**src/rtl/sound_dac_sd.sv**
```systemverilog
// sound_dac_sd: multi-channel first-order sigma-delta audio DAC with double-buffered sample input and PC speaker mix
module sound_dac_sd #(
    parameter int WIDTH = 8,
    parameter int CHANNELS = 2,
    parameter int RATE_DIV = 512,
    localparam int CW = (CHANNELS > 1) ? $clog2(CHANNELS) : 1
) (
    input  logic                    clk,
    input  logic                    rst_n,
    input  logic                    s_valid,
    output logic                    s_ready,
    input  logic [CW-1:0]           s_chan,
    input  logic [WIDTH-1:0]        s_data,
    input  logic [3*CHANNELS-1:0]   atten,
    input  logic                    speaker,
    output logic                    tick,
    output logic [CHANNELS-1:0]     underrun,
    output logic [CHANNELS-1:0]     audio_out
);
    localparam int NW = $clog2(RATE_DIV);
    localparam logic [WIDTH:0] HALF = (WIDTH+1)'(1) << (WIDTH-1);
    localparam logic [WIDTH-1:0] MID = WIDTH'(1) << (WIDTH-1);

    logic [NW-1:0] cnt_q, cnt_d;
    logic tick_i, tick_q;
    logic [CHANNELS-1:0] pf_q, pf_d, und_q, und_d, aud_q, aud_d, sel, wr;
    logic [WIDTH-1:0] pend_q [CHANNELS];
    logic [WIDTH-1:0] pend_d [CHANNELS];
    logic [WIDTH-1:0] act_q [CHANNELS];
    logic [WIDTH-1:0] act_d [CHANNELS];
    logic [WIDTH:0] acc_q [CHANNELS];
    logic [WIDTH:0] acc_d [CHANNELS];
    logic [WIDTH:0] v [CHANNELS];
    logic [WIDTH+1:0] sum [CHANNELS];
    logic [2:0] att [CHANNELS];

    always_comb begin
        tick_i = cnt_q == NW'(RATE_DIV - 1);
        cnt_d = tick_i ? '0 : cnt_q + 1'b1;
        for (int c = 0; c < CHANNELS; c++) sel[c] = s_chan == CW'(c);
        wr = {CHANNELS{s_valid}} & sel & ~pf_q;
        for (int c = 0; c < CHANNELS; c++) begin
            att[c] = atten[3*c +: 3];
            v[c] = (att[c] == 3'd7 ? '0 : {1'b0, act_q[c] >> att[c]}) + (speaker ? HALF : '0);
            sum[c] = {1'b0, acc_q[c]} + {1'b0, v[c]};
            acc_d[c] = sum[c][WIDTH:0];
            aud_d[c] = sum[c][WIDTH+1];
            und_d[c] = tick_i & ~pf_q[c];
            act_d[c] = (tick_i && pf_q[c]) ? pend_q[c] : act_q[c];
            pend_d[c] = wr[c] ? s_data : pend_q[c];
            pf_d[c] = wr[c] | (pf_q[c] & ~tick_i);
        end
    end

    always_ff @(posedge clk or negedge rst_n) begin
        if (!rst_n) begin
            cnt_q <= '0;
            tick_q <= 1'b0;
            pf_q <= '0;
            und_q <= '0;
            aud_q <= '0;
            for (int c = 0; c < CHANNELS; c++) begin
                pend_q[c] <= '0;
                act_q[c] <= MID;
                acc_q[c] <= '0;
            end
        end else begin
            cnt_q <= cnt_d;
            tick_q <= tick_i;
            pf_q <= pf_d;
            und_q <= und_d;
            aud_q <= aud_d;
            pend_q <= pend_d;
            act_q <= act_d;
            acc_q <= acc_d;
        end
    end

    assign s_ready = ~|(sel & pf_q);
    assign tick = tick_q;
    assign underrun = und_q;
    assign audio_out = aud_q;
endmodule

```
**config.mk**
```make
export PLATFORM = sky130hd
export DESIGN_NAME = sound_dac_sd
export DESIGN_NICKNAME = d
export VERILOG_FILES = /design/src/rtl/sound_dac_sd.sv
export SDC_FILE = /design/constraint.sdc
export NUM_CORES = 1
export LEC_CHECK = 0
export CORE_MARGIN = 2
export CORE_UTILIZATION = 59
export DETAILED_ROUTE_END_ITERATION = 10
export GPL_ROUTABILITY_DRIVEN = 0
export PLACE_DENSITY = 0.8
export SLEW_MARGIN = 5
export SYNTH_ARGS = -nofsm -noshare
export SYNTH_HDL_FRONTEND = slang
export SYNTH_SLANG_ARGS = --single-unit
```
**constraint.sdc**
```tcl
create_clock -name clk -period 3 [get_ports clk]
set_input_delay 0.9 -clock clk [delete_from_list [all_inputs] [get_ports clk]]
set_output_delay 0.9 -clock clk [all_outputs]
set_load 0.02 [all_outputs]
```
==> results.md <==
- LEAKAGE: 2.190 nW
- Die height: 81.83 um
- Final hold violations: 0
- Avg Inst Size Synth: 11.42 um2
- Final wirelength: 7.821 mm
- Worst Setup Start Kind: input port
- Worst setup EP type: flop
- Peak supply drop: 0.4826 mV
- Global-route wire length before repair: 12.04 mm
- Share of post-route cells with drive strength above 1: 0.3581
- HPWL Detailed: 5.048 mm
- DP Worst Slack: -0.7758 ns
- Max-cap violations: 0
- Final period util: 1.003
- Worst hold path class: flop to flop
- DIE AREA: 6695 um2
- Status: complete, but fails checks
- Clk slew on worst S/H paths: 0.08 ns
- Drt pass-1 iters: 4
- # DRC: 0
- Diodes inserted: 0
- Final cell count without fillers: 466
- Vias in the first global route: 2624
- Register area share after synthesis: 0.4629
- Core Box Area: 5886 um2
- IO buf count: 24
- Cts bufs inserted: 9
- Num ports: 25
- Initial Utilization: 0.6071
- Syn Std Cell Area: 3573 um2
- Cells after DPL: 444
- Final instance area: 4584 um2
- Netlist cell types: 49
- TritonCTS clock tree: yes
- Primary FF master, synth: dfrtp_1
- Clock root cell: clkbuf_8
- Dominant cell by count in the synthesized netlist: dfrtp_1
- Fmax achieved: 0.3324 GHz
- Wire per inst: 16.78 um
- CP max FO: 14
- H-tree levels: 3
- Setup violators final: 1
- Ranking of synthesized cells by area: dfrtp_1 (45%), mux2_2 (11%), ha_1 (9.5%)
- Worst-margin pin slew: 0.5797 ns
- Worst-Skew Late Latency: 0.36 ns
- Largest net degree at the start of global routing: 44
- Initial antenna violation count: 0
- Vias/cell: 5.588
- Fin crit period: 3.008 ns
- Post-synth net total: 362
- Die W: 81.83 um
- Max Transition Viols Final: 0
- Setup CP Type: input port to flop
- EDFF count, synth: 0
- Initial DRC Count: 118
- Layout area overhead: 28.29%
- Vias: 2604
- Crit path required time: 3.28 ns
- Clk buf depth: 2
- Clk sink count: 66
- Gr ovfl total: 0
- Worst Path Arrival: 3.29 ns
- Relative slew margins: 0.6136
- Final antenna-violating net count: 0
- Post-synth top cells: dfrtp_1 (64), mux2_2 (35), ha_1 (27)
- DP Area: 4185 um2
- Failing checks: negative setup slack
- Total track usage: 0.2423
- Area leader, netlist: dfrtp_1
- FFs w/ async S/R, synth: 1.000
- Worst Skew: 0.006174 ns
- Post-Syn Instances: 313
- Flop and latch count out of synthesis: 66
- Row count: 28
- Worst setup margin: -0.008160 ns
- P per Cell Area: 623.1 nW/um2
- Synthesis Warnings: 0
- Final net count: 435
- Top cell type's share of synthesized area: 0.4482
-- power by group --
part	internal [W]	switching, W	total, W
clock	0.000390	0.000385	0.000776
combinational	0.000494	0.000425	0.000919
sequential	0.00108	0.0000803	0.00116
total	0.00197	0.000891	0.00286
-- layout make-up --
class | count | area, um2
timing repair buffer | 72 | 623.1
inverter | 14 | 52.55
tap | 75 | 93.84
clock buffer | 9 | 123.9
sequential | 66 | 1654
fill | 366 | 1301
multi-input combinational | 223 | 1959
clock inverter | 7 | 77.57
-- metal layers --
metal | wire [um] | GRT usage | up-vias
met5 | 0 | 0 | -
met4 | 178 | 0.1017 | 0
met3 | 195 | 0.04286 | 18
met2 | 4113 | 0.4220 | 38
met1 | 3333 | 0.2957 | 1295
li1 | - | - | 1253
-- path summary, 6_finish.rpt --
check | start | endpoint | slack (ns) | cells after the start
worst max-delay path | atten[0] | acc_q[17] | -0.008 | 12
worst min-delay path | cnt_q[8] | cnt_q[8] | 0.49 | 1
worst max register to register | act_q[1] | acc_q[7] | 0.28 | 14
worst min register to register | cnt_q[8] | cnt_q[8] | 0.49 | 1
max in group asynchronous | rst_n | act_q[7] | 1.79 | 2
min in group asynchronous | rst_n | acc_q[8] | 0.53 | 1
-- flip-flops by register name, indices dropped and copies added, names as in the netlist --
register	flops
acc_q	18
act_q	16
audio_out	2
cnt_q	9
pend_q	16
pf_q	2
tick	1
underrun	2
-- critical path, cell delays in order --
cell	delay (ns)
clkdlybuf4s50_1	0.44
buf_4	0.19
nor2_1	0.12
a21oi_1	0.06
a21oi_1	0.20
ha_1	0.20
inv_1	0.06
fa_1	0.39
nor2b_1	0.19
o2111ai_1	0.18
a31oi_1	0.21
xor2_1	0.16
-- layout by cell type (no fill, tap or decap), types with 4 or more instances in the layout --
cell type	Yosys	layout
dfrtp_1	64	64
buf_4	1	43
mux2_2	35	35
ha_1	27	24
nor2_1	22	20
clkdlybuf4s50_1	0	18
nand2_1	17	16
inv_1	14	13
xnor2_1	10	10
xor2_1	9	9
clkbuf_8	0	9
mux2i_1	9	8
o21ai_0	10	8
a21oi_1	10	8
nand3_1	6	6
nor3_1	8	6
o21ai_1	4	5
nor2b_1	6	5
a21o_1	4	4
a21oi_2	2	4
-- timing repair --
item,CTS,global route
gates cloned,0,1
pin swaps,6,12
gates resized for setup,22,24
setup endpoints to repair,15,4
hold buffers,0,0
setup buffers,2,3
-- cells by family (layout without fill, tap and decap cells) --
family	after synthesis	count (layout)	share of synthesized area
AND/OR/NAND/NOR	77	77	0.1120
flip-flops	66	66	0.4629
AO/OA/AOI/OAI	51	51	0.09454
multiplexers	46	46	0.1439
adder cells (fa/ha/maj)	30	30	0.1113
buffers and inverters	24	102	0.02871
XOR/XNOR	19	19	0.04657
-- per-stage QoR --
step / hold slack, ns / power (W) / setup TNS, ns / util
detailed placement: 0.4711 / 0.002027 / -7.660 / 0.7111
CTS: 0.4881 / 0.002802 / 0 / 0.7547
finish: 0.4862 / 0.002856 / -0.008160 / 0.7789
floorplan: 0.4384 / 0.001695 / -0.2760 / -
global placement: 0.4633 / 0.001981 / -6.278 / 0.7111
global route: 0.5102 / 0.003023 / -0.2985 / 0.7789
Power figures use the tool's default switching activity.
